## src/rtl/uart_frame_ctrl.sv

```systemverilog
// rtl/uart_frame_ctrl.sv - 6-byte command frame sequencer with checksum, inter-byte timeout and write strobe
module uart_frame_ctrl #(
    parameter int          CLK_FRE     = 50_000_000,
    parameter int          TIMEOUT_CNT = 50_000,
    parameter logic [7:0]  HEAD0       = 8'h55,
    parameter logic [7:0]  HEAD1       = 8'hA5
) (
    input  logic        sys_clk,
    input  logic        sys_rst,
    input  logic [7:0]  rx_data,
    input  logic        rx_done,
    output logic        wr_en,
    output logic [7:0]  wr_addr,
    output logic [15:0] wr_data,
    output logic        frame_err,
    output logic [1:0]  err_code,
    output logic        busy
);

    if (CLK_FRE < 1 || TIMEOUT_CNT < 2 || TIMEOUT_CNT > 24'hFF_FFFF) begin : g_param_check
        $error("uart_frame_ctrl: parameter out of range");
    end

    localparam logic [23:0] TO_LAST = 24'(TIMEOUT_CNT - 1);

    typedef enum logic [2:0] {
        S_IDLE,
        S_HEAD1,
        S_ADDR,
        S_DATH,
        S_DATL,
        S_CHK
    } state_t;

    state_t      state_q,     state_d;
    logic [7:0]  sum_q,       sum_d;
    logic [23:0] cnt_q,       cnt_d;
    logic [7:0]  addr_sh_q,   addr_sh_d;
    logic [7:0]  dath_sh_q,   dath_sh_d;
    logic [7:0]  datl_sh_q,   datl_sh_d;
    logic        wr_en_q,     wr_en_d;
    logic [7:0]  wr_addr_q,   wr_addr_d;
    logic [15:0] wr_data_q,   wr_data_d;
    logic        frame_err_q, frame_err_d;
    logic [1:0]  err_code_q,  err_code_d;
    logic        busy_q,      busy_d;

    always_ff @(posedge sys_clk or posedge sys_rst) begin
        if (sys_rst) begin
            state_q     <= S_IDLE;
            sum_q       <= 8'h00;
            cnt_q       <= 24'd0;
            addr_sh_q   <= 8'h00;
            dath_sh_q   <= 8'h00;
            datl_sh_q   <= 8'h00;
            wr_en_q     <= 1'b0;
            wr_addr_q   <= 8'h00;
            wr_data_q   <= 16'h0000;
            frame_err_q <= 1'b0;
            err_code_q  <= 2'b00;
            busy_q      <= 1'b0;
        end else begin
            state_q     <= state_d;
            sum_q       <= sum_d;
            cnt_q       <= cnt_d;
            addr_sh_q   <= addr_sh_d;
            dath_sh_q   <= dath_sh_d;
            datl_sh_q   <= datl_sh_d;
            wr_en_q     <= wr_en_d;
            wr_addr_q   <= wr_addr_d;
            wr_data_q   <= wr_data_d;
            frame_err_q <= frame_err_d;
            err_code_q  <= err_code_d;
            busy_q      <= busy_d;
        end
    end

    always_comb begin
        state_d     = state_q;
        sum_d       = sum_q;
        addr_sh_d   = addr_sh_q;
        dath_sh_d   = dath_sh_q;
        datl_sh_d   = datl_sh_q;
        wr_en_d     = 1'b0;
        wr_addr_d   = wr_addr_q;
        wr_data_d   = wr_data_q;
        frame_err_d = 1'b0;
        err_code_d  = err_code_q;

        if (state_q == S_IDLE || rx_done) begin
            cnt_d = 24'd0;
        end else begin
            cnt_d = cnt_q + 24'd1;
        end

        // A byte landing on the terminal-count cycle takes priority over the timeout.
        if (rx_done) begin
            case (state_q)
                S_IDLE: begin
                    if (rx_data == HEAD0) begin
                        state_d = S_HEAD1;
                        sum_d   = 8'h00;
                    end
                end
                S_HEAD1: begin
                    if (rx_data == HEAD1) begin
                        state_d = S_ADDR;
                    end else if (rx_data == HEAD0) begin
                        state_d = S_HEAD1;
                        sum_d   = 8'h00;
                    end else begin
                        state_d = S_IDLE;
                    end
                end
                S_ADDR: begin
                    addr_sh_d = rx_data;
                    sum_d     = sum_q + rx_data;
                    state_d   = S_DATH;
                end
                S_DATH: begin
                    dath_sh_d = rx_data;
                    sum_d     = sum_q + rx_data;
                    state_d   = S_DATL;
                end
                S_DATL: begin
                    datl_sh_d = rx_data;
                    sum_d     = sum_q + rx_data;
                    state_d   = S_CHK;
                end
                S_CHK: begin
                    if (rx_data == sum_q) begin
                        wr_en_d   = 1'b1;
                        wr_addr_d = addr_sh_q;
                        wr_data_d = {dath_sh_q, datl_sh_q};
                    end else begin
                        frame_err_d = 1'b1;
                        err_code_d  = 2'b01;
                    end
                    state_d = S_IDLE;
                end
                default: state_d = S_IDLE;
            endcase
        end else if (state_q != S_IDLE && cnt_q == TO_LAST) begin
            frame_err_d = 1'b1;
            err_code_d  = 2'b10;
            state_d     = S_IDLE;
            cnt_d       = 24'd0;
        end

        busy_d = (state_d != S_IDLE);
    end

    assign wr_en     = wr_en_q;
    assign wr_addr   = wr_addr_q;
    assign wr_data   = wr_data_q;
    assign frame_err = frame_err_q;
    assign err_code  = err_code_q;
    assign busy      = busy_q;

endmodule

```

## config.mk

```make
export PLATFORM = sky130hd
export DESIGN_NAME = uart_frame_ctrl
export DESIGN_NICKNAME = d
export VERILOG_FILES = /design/src/rtl/uart_frame_ctrl.sv
export SDC_FILE = /design/constraint.sdc
export NUM_CORES = 1
export LEC_CHECK = 0
export BUFFER_PORTS_ARGS = -buffer_cell sky130_fd_sc_hd__buf_2
export CAP_MARGIN = 5
export CORE_MARGIN = 3
export CORE_UTILIZATION = 24
export DETAILED_ROUTE_END_ITERATION = 8
export GPL_TIMING_DRIVEN = 0
export PLACE_DENSITY = 0.38
export SKIP_LAST_GASP = 1
export SYNTH_ARGS = -nofsm -noshare
export SYNTH_HDL_FRONTEND = slang
export SYNTH_SLANG_ARGS = --single-unit
```

## constraint.sdc

```tcl
create_clock -name sys_clk -period 2.4 [get_ports sys_clk]
set_input_delay 0 -clock sys_clk [delete_from_list [all_inputs] [get_ports sys_clk]]
set_output_delay 0 -clock sys_clk [all_outputs]
set_load 0.02 [all_outputs]
```

==> results of run 1 <==
## worst max path at each step
stage	slack (ns)	endpoint	cells past startpoint
floorplan	0.12	addr_sh_q[0]	1
global placement	-1.19	dath_sh_q[3]	2
detailed placement	0.01	wr_data[10]	7
CTS	0.01	wr_data[10]	7
global route	0.02	wr_data[10]	6
finish	0.21	wr_data[10]	6
## area by class of cell
| type | count | share of cell area |
|---|---|---|
| flip-flops and latches | 88 | 0.449 |
| multi-input cells | 237 | 0.362 |
| well taps | 220 | 0.0561 |
| repair buffers | 42 | 0.0505 |
| clock buffers | 9 | 0.0459 |
| clock inverters | 6 | 0.0138 |
| plain buffers | 11 | 0.0115 |
| inverters | 14 | 0.0112 |
## cell families after synthesis
kind of cell	Yosys count
XOR/XNOR	24
AND/OR/NAND/NOR	123
multiplexers	47
flip-flops	88
adder cells (fa/ha/maj)	9
buffers and inverters	26
AO/OA/AOI/OAI	34
## power groups by stage
stage | clock [µW] | sequential [µW] | combinational [µW]
floorplan | 0 | 1870 | 640
global placement | 0 | 1890 | 843
detailed placement | 0 | 1890 | 855
CTS | 1470 | 1860 | 863
global route | 1530 | 1900 | 962
finish | 1400 | 1860 | 842
## cell usage after synthesis, drive strengths merged
cell type,instances
o211ai,2
xnor2,11
buf,7
and3,5
nand2b,3
nand2,24
nand4,8
a21oi,5
or2,1
or3,3
a21o,1
nand3,13
fa,1
nor3b,1
o2111ai,2
o21ai,6
nor4bb,1
and2,2
inv,14
o32ai,1
o21bai,1
a211oi,1
a22o,2
nor2,35
ha,8
nor3,11
or4b,1
o311ai,2
o21a,3
mux2,47
nand4b,1
clkbuf,5
o41ai,2
o221ai,1
nand4bb,3
o31ai,5
dfrtp,88
or4,1
nor2b,3
nor4,5
and4,2
xor2,13
## what timing repair did
| item | 4_1_cts | 5_1_grt |
|---|---|---|
| hold endpoints to repair | 36 | 0 |
| endpoints found under the setup margin | 0 | 39 |
| gates resized for setup | 0 | 2 |
| hold buffers | 3 | 0 |
## sequential cells by signal (all words and copies together), names as in the netlist, 2 cells and up
name	count
addr_sh_q	8
cnt_q	24
dath_sh_q	8
datl_sh_q	8
err_code	2
state_q	3
sum_q	8
wr_addr	8
wr_data	16
## metrics by stage
step           TNS (ns)  instance area (µm²)
2_1_floorplan         0                 4080
3_3_place_gp    -103.63                 4550
3_5_place_dp          0                 4580
4_1_cts               0                 4900
5_1_grt               0                 4900
6_report              0                 4900
## metal layers
metal | up-vias | routed length [µm] | global-route usage
met5 | - | 0 | 0
li1 | 1343 | - | -
met2 | 42 | 4570 | 0.181
met1 | 1369 | 4100 | 0.129
met4 | 0 | 164 | 0.0437
met3 | 9 | 390 | 0.0300
==> results.cfg, run 1 <==
[die]
die-area_um2 = 18600
die_h_um = 136
ioPinCount = 40
die_w_um = 136
coreArea_um2 = 16600
start_util = 0.245
fp-row-count = 47

[layout]
stdcell_count = 627
area.sequential_um2 = 2200
layout-drive-gt1-share = 0.295
mostFrequentLayoutCell = dfrtp_1
layout_common_cells = 88 x dfrtp_1, 47 x mux2_2, 44 x buf_2
nNetsFinal = 423
diodes = 0
synthToLayoutAreaGrowth_pct = 20.1
fillerInstances = 1722
multi_input_area_um2 = 1780
fin_util = 0.295

[yosys]
synth_compound_area_frac = 0.0607
synth_top_cell_area_share = 0.539
synthDistinctLibCells = 48
syn_nets = 371
syn_area_um2 = 4080
synth.avg_cell_area_um2 = 11.6
synth.area.top_cells = dfrtp_1 54%, mux2_2 13%, nor2_1 3.0%, xor2_1 2.8%, ha_1 2.5%
synth_top_family_by_area = simple AND/OR/NAND/NOR gates
postSynthCellCount = 351
muxShareOfSynthArea = 0.130
ys.warnings.count = 0
yosys.area_share.simple = 0.162
yosysTopAreaCell = dfrtp_1
synth-seq-cells = 88
seq_area_frac_synth = 0.539
synthXorXnorAreaFrac = 0.0515
synthAdderAreaFrac = 0.0294

[timing]
fin_ws_ns = 0.213
setup_viol = 0
slew_viol_final = 0
final_min_period_over_clock_period = 0.911
rsz0062_at_grt = no
timing.slew.headroom = 0.524
fmax_mhz = 457
clock_skew_ns = 0.00686
hold_viol = 0
holdWs_ns = 0.0500
fin_crit_ns = 2.19
worst_slew_pin_slew_ns = 0.711

[flow_run]
max_cap_viol_count = 0

[cts]
clock-sinks = 88
clock_path_buffers = 2
clk-insertion-delay-late_ns = 0.34
cts.clk_slew.worst_paths_ns = 0.06
cts_made_buffers = 9
post_cts_buffers = 0
tritoncts = yes
cts_max_level = 3
root_buffer = clkbuf_16

[detailed_routing]
vias_per_cell = 4.41
via_count = 2763
ant_nets = 0
drt-total-wl_um = 9230
drt_iter0_drc = 109
drc = 0
wl_per_cell_um = 14.7
drt_pre_antenna_iters = 4

[worst_setup_path]
critPathArrivalTime_ns = 2.41
cp_num_buf_inv = 1
crit_type = reg2reg
worstPathCellList = ha_1, nor4_1, nand3_1, nand2b_2, buf_2, mux2_2
cpPeakStageDelay_ns = 0.38
r2r.worst_path.cells = 6
crit_path_top_delay_cell = dfrtp_1
cp_max_fo = 10
worstSetupStartpoint = sum_q[3]
critPathTopFamily = simple AND/OR/NAND/NOR gates
r2r_slack_ns = 0.21
crit_path_end_kind = flip-flop
required_ns = 2.63
start_kind = flip-flop
worstReg2RegStart = sum_q[3]
worst_r2r_endpoint = wr_data[10]

[min_path]
min_to = dath_sh_q[4]
hp-start = rx_data[4]
hold_class = in2reg
whs_path_depth = 2

[place]
placed_cells = 610
dpl.hpwl_um = 6410
pre_cts_slack_ns = 0.0143
place_congestion = 0.781
io_buffers = 38

[grt]
grt_max_degree = 58
grt_pass1_wl_um = 15100
globalRouteTotalUtil = 0.107
grt_overflow_total = 0
grt_pass1_vias = 2868
antenna_found_initial = 0

[pwr]
p_int_uw = 2920
swShare = 0.289
pwr-share-seq = 0.454
power.leakage_uw = 0.00225
p_sw_uw = 1180
combinationalPowerShare = 0.205
finalPower_uw = 4100
p_clk_frac = 0.341
p_per_area_nw_per_um2 = 836
ir_drop_v = 0.000384

[status]
status = completed
Power figures use the tool's default switching activity.
==> run 2, diff against run 1 <==
--- a/config.mk
+++ b/config.mk
@@ -7,11 +7,13 @@
 export LEC_CHECK = 0
 export BUFFER_PORTS_ARGS = -buffer_cell sky130_fd_sc_hd__buf_2
 export CAP_MARGIN = 5
+export CELL_PAD_IN_SITES_DETAIL_PLACEMENT = 1
+export CELL_PAD_IN_SITES_GLOBAL_PLACEMENT = 2
 export CORE_MARGIN = 3
 export CORE_UTILIZATION = 24
 export DETAILED_ROUTE_END_ITERATION = 8
 export GPL_TIMING_DRIVEN = 0
-export PLACE_DENSITY = 0.38
+export PLACE_DENSITY = 0.52
 export SKIP_LAST_GASP = 1
 export SYNTH_ARGS = -nofsm -noshare
 export SYNTH_HDL_FRONTEND = slang
==> results.cfg, run 2 (same netlist as run 1, synthesis figures left out) <==
[detailed_routing]
wl_per_cell_um = 15.7
drt_iter0_drc = 75
ant_nets = 0
drt-total-wl_um = 9880
drc = 0
drt_pre_antenna_iters = 4
vias_per_cell = 4.42
via_count = 2782

[die]
die_w_um = 136
fp-row-count = 47
coreArea_um2 = 16600
die-area_um2 = 18600
start_util = 0.245
die_h_um = 136
ioPinCount = 40

[grt]
antenna_found_initial = 0
globalRouteTotalUtil = 0.116
grt_pass1_vias = 3036
grt_overflow_total = 0
grt_max_degree = 63
grt_pass1_wl_um = 16400

[pwr]
ir_drop_v = 0.000372
power.leakage_uw = 0.00227
p_per_area_nw_per_um2 = 837

[timing]
timing.slew.headroom = 0.452
holdWs_ns = 0.0195
final_min_period_over_clock_period = 0.918
hold_viol = 0
fin_crit_ns = 2.20
slew_viol_final = 0
rsz0062_at_grt = yes
setup_viol = 0
worst_slew_pin_slew_ns = 0.819
fmax_mhz = 454
fin_ws_ns = 0.197
clock_skew_ns = 0.0107

[layout]
fin_util = 0.297
layout-drive-gt1-share = 0.296
top_register = cnt_q
nNetsFinal = 424
diodes = 0
layout_common_cells = 88 x dfrtp_1, 47 x mux2_2, 44 x buf_2
design_area_um2 = 4940
largest_reg_flops = 24
fillerInstances = 1851
mostFrequentLayoutCell = dfrtp_1
synthToLayoutAreaGrowth_pct = 21.0

[worst_setup_path]
required_ns = 2.62
crit_type = reg2reg
start_kind = flip-flop
critPathArrivalTime_ns = 2.43
cp_max_fo = 10
crit_path_end_kind = flip-flop

[cts]
clock-sinks = 88
clk-insertion-delay-late_ns = 0.35
clock_path_buffers = 2
tritoncts = yes
cts_made_buffers = 9
cts.clk_slew.worst_paths_ns = 0.07
cts_max_level = 3
root_buffer = clkbuf_16

[status]
status = completed

[place]
pre_cts_slack_ns = -0.0802
place_congestion = 0.697
io_buffers = 38
place_area_um2 = 4580
dpl.hpwl_um = 7090

[min_path]
hold_class = in2reg

[flow_run]
max_cap_viol_count = 0
==> run 2: changes by cell type in the layout (fill, tap and decap cells not counted), sizes merged <==
cell         before  now
bufinv            1    0
clkinvlp          2    1
dlygate4sd3       3    4
inv              16   18
clkinv            1    2
==> run 2: metrics by stage <==
step / setup TNS (ns) / std cells / total power (µW)
detailed placement: -1.30 / 610 / 2770
global placement: -104.77 / 609 / 2740
floorplan: 0 / 351 / 2510
global route: -0.0430 / 629 / 4430
CTS: 0 / 628 / 4210
finish: 0 / 629 / 4140
==> run 2: where the power goes <==
group	switching [µW]	internal, µW	total (µW)	leakage (µW)
sequential	130	1730	1860	0.00120
clock	666	735	1400	0.000143
combinational	489	385	874	0.000928
total	1280	2850	4140	0.00227
==> run 2: cell type report <==
type	count	area [µm²]	share of cell area
inverter	14	55.1	0.0111
timing repair buffer	43	258	0.0522
buffer	11	56.3	0.0114
sequential	88	2200	0.446
clock inverter	7	72.6	0.0147
multi-input combinational	237	1800	0.364
tap	220	275	0.0557
clock buffer	9	225	0.0456
==> run 2: what timing repair did <==
item / CTS / global route
endpoints found under the hold margin: 30 / 2
endpoints found under the setup margin: 20 / 30
hold buffers: 3 / 1
gates resized for setup: 2 / 3
buffers inserted: 0 / 0
==> run 2: path summary, 6_finish.rpt <==
path / startpoint / endpoint / slack, ns / cells past startpoint
setup / recovery: cnt_q[20] / cnt_q[21] / 0.20 / 7
hold / removal: rx_data[2] / addr_sh_q[2] / 0.02 / 2
setup reg to reg: cnt_q[20] / cnt_q[21] / 0.20 / 7
hold reg to reg: dath_sh_q[1] / dath_sh_q[1] / 0.48 / 2
max in group asynchronous: sys_rst / wr_data[8] / 1.56 / 4
min in group asynchronous: sys_rst / sum_q[4] / 0.19 / 3
==> run 2: worst max-delay path, stage by stage (launching register included) <==
cell and delay, ns:
dfrtp_1 0.42, nor4_1 0.40, nand4_1 0.23, nor3_2 0.35, nand2b_1 0.15, buf_2 0.18, buf_2 0.27, nor2_1 0.09
==> run 2: layer usage <==
metal / share of wire / routed length [µm] / GRT usage
met1: 0.46 / 4560 / 0.144
met2: 0.49 / 4870 / 0.195
met3: 0.034 / 333 / 0.0307
met4: 0.011 / 110 / 0.0370
met5: 0 / 0 / 0
==> run 3, diff against run 2 <==
--- a/config.mk
+++ b/config.mk
@@ -14,6 +14,8 @@
 export DETAILED_ROUTE_END_ITERATION = 8
 export GPL_TIMING_DRIVEN = 0
 export PLACE_DENSITY = 0.52
+export RECOVER_POWER = 25
+export SKIP_CTS_REPAIR_TIMING = 1
 export SKIP_LAST_GASP = 1
 export SYNTH_ARGS = -nofsm -noshare
 export SYNTH_HDL_FRONTEND = slang
==> results.cfg, run 3 (same netlist as run 1, synthesis figures left out) <==
[detailed_routing]
wl_per_cell_um = 15.7
via_count = 2783
drt_pre_antenna_iters = 4
drt-total-wl_um = 9880
drc = 0
drt_iter0_drc = 77
vias_per_cell = 4.42
ant_nets = 0

[timing]
fin_crit_ns = 2.18
setup_viol = 0
timing.slew.headroom = 0.145
fmax_mhz = 459
clock_skew_ns = 0.0106
finalSetupTns_ns = 0
worst_slew_pin_slew_ns = 1.28
rsz0062_at_grt = yes
hold_viol = 0
slew_viol_final = 0
fin_ws_ns = 0.222
final_min_period_over_clock_period = 0.908

[pwr]
power.leakage_uw = 0.00217
p_clk_frac = 0.339
p_int_uw = 2840
ir_drop_v = 0.000372
p_per_area_nw_per_um2 = 843
p_sw_uw = 1280
pwr-share-seq = 0.451
combinationalPowerShare = 0.210
swShare = 0.311

[die]
die_h_um = 136
die_w_um = 136
start_util = 0.245
ioPinCount = 40
die-area_um2 = 18600
coreArea_um2 = 16600
fp-row-count = 47

[place]
pre_cts_slack_ns = -0.0802
io_buffers = 38
dpl.hpwl_um = 7090
place_congestion = 0.697

[cts]
root_buffer = clkbuf_16
clock_path_buffers = 2
cts_made_buffers = 9
clk-insertion-delay-late_ns = 0.35
cts_max_level = 3
tritoncts = yes
clock-sinks = 88
cts.clk_slew.worst_paths_ns = 0.07

[layout]
synthToLayoutAreaGrowth_pct = 19.9
layout-drive-gt1-share = 0.235
layout_common_cells = 88 x dfrtp_1, 47 x mux2_2, 33 x nor2_1
mostFrequentLayoutCell = dfrtp_1
largest_reg_flops = 24
nNetsFinal = 424
fin_util = 0.294
diodes = 0
top_register = cnt_q

[status]
status = completed

[min_path]
hold_class = in2reg
whs_path_depth = 2

[worst_setup_path]
crit_type = reg2reg
start_kind = flip-flop
r2r_slack_ns = 0.22
required_ns = 2.62
crit_path_end_kind = flip-flop
cp_max_fo = 10
critPathArrivalTime_ns = 2.40
r2r.worst_path.cells = 7

[grt]
grt_overflow_total = 0
grt_max_degree = 63
grt_pass1_wl_um = 16300
globalRouteTotalUtil = 0.115
antenna_found_initial = 0
grt_pass1_vias = 3031

[flow_run]
max_cap_viol_count = 0
-- run 3: cell types whose count changed in the layout (fill, tap and decap cells not counted) --
| cell | delta |
|---|---|
| nor3_4 | +1 |
| nor3_2 | -1 |
| clkbuf_4 | +1 |
| clkbuf_1 | +25 |
| clkinvlp_2 | +1 |
| buf_16 | -1 |
| inv_4 | -1 |
| buf_2 | -25 |
-- run 3: final cells by class --
type	count	area (µm²)
timing repair buffer	43	206
multi-input combinational	237	1800
inverter	14	53.8
clock buffer	9	225
sequential	88	2200
clock inverter	7	72.6
tap	220	275
buffer	11	56.3
fill	1862	11700
-- run 3: per-layer routing --
| metal | wire [µm] | track usage | vias up |
|---|---|---|---|
| met5 | 0 | 0 | - |
| met4 | 110 | 0.0370 | 0 |
| met3 | 330 | 0.0311 | 11 |
| met2 | 4850 | 0.195 | 36 |
| met1 | 4600 | 0.144 | 1388 |
| li1 | - | - | 1348 |
-- run 3: worst paths after layout --
kind,from,endpoint
max in group asynchronous,sys_rst,wr_data[8]
worst max register to register,cnt_q[20],cnt_q[21]
min in group asynchronous,sys_rst,sum_q[4]
worst min-delay path,rx_data[2],addr_sh_q[2]
worst max-delay path,cnt_q[20],cnt_q[21]
worst min register to register,dath_sh_q[1],dath_sh_q[1]
-- run 3: worst max-delay path, stage by stage (launching register included) --
cell,delay [ns]
dfrtp_1,0.42
nor4_1,0.40
nand4_1,0.27
nor3_4,0.30
nand2b_1,0.13
buf_2,0.18
buf_2,0.27
nor2_1,0.09
-- run 3: per-stage QoR --
step / total power, µW / instances / instance area (µm²) / hold slack (ns)
2_1_floorplan: 2510 / 351 / 4080 / 0.151
3_3_place_gp: 2740 / 609 / 4550 / 0.342
3_5_place_dp: 2770 / 610 / 4580 / 0.0336
4_1_cts: 4210 / 626 / 4880 / -0.349
5_1_grt: 4420 / 629 / 4890 / 0.0150
6_report: 4130 / 629 / 4890 / 0.0192
-- run 3: power groups by stage --
stage	Sequential (µW)	Clock [µW]	Combinational, µW
2_1_floorplan	1870	0	640
4_1_cts	1860	1460	880
3_3_place_gp	1880	0	853
5_1_grt	1900	1530	994
6_report	1860	1400	865
3_5_place_dp	1890	0	876
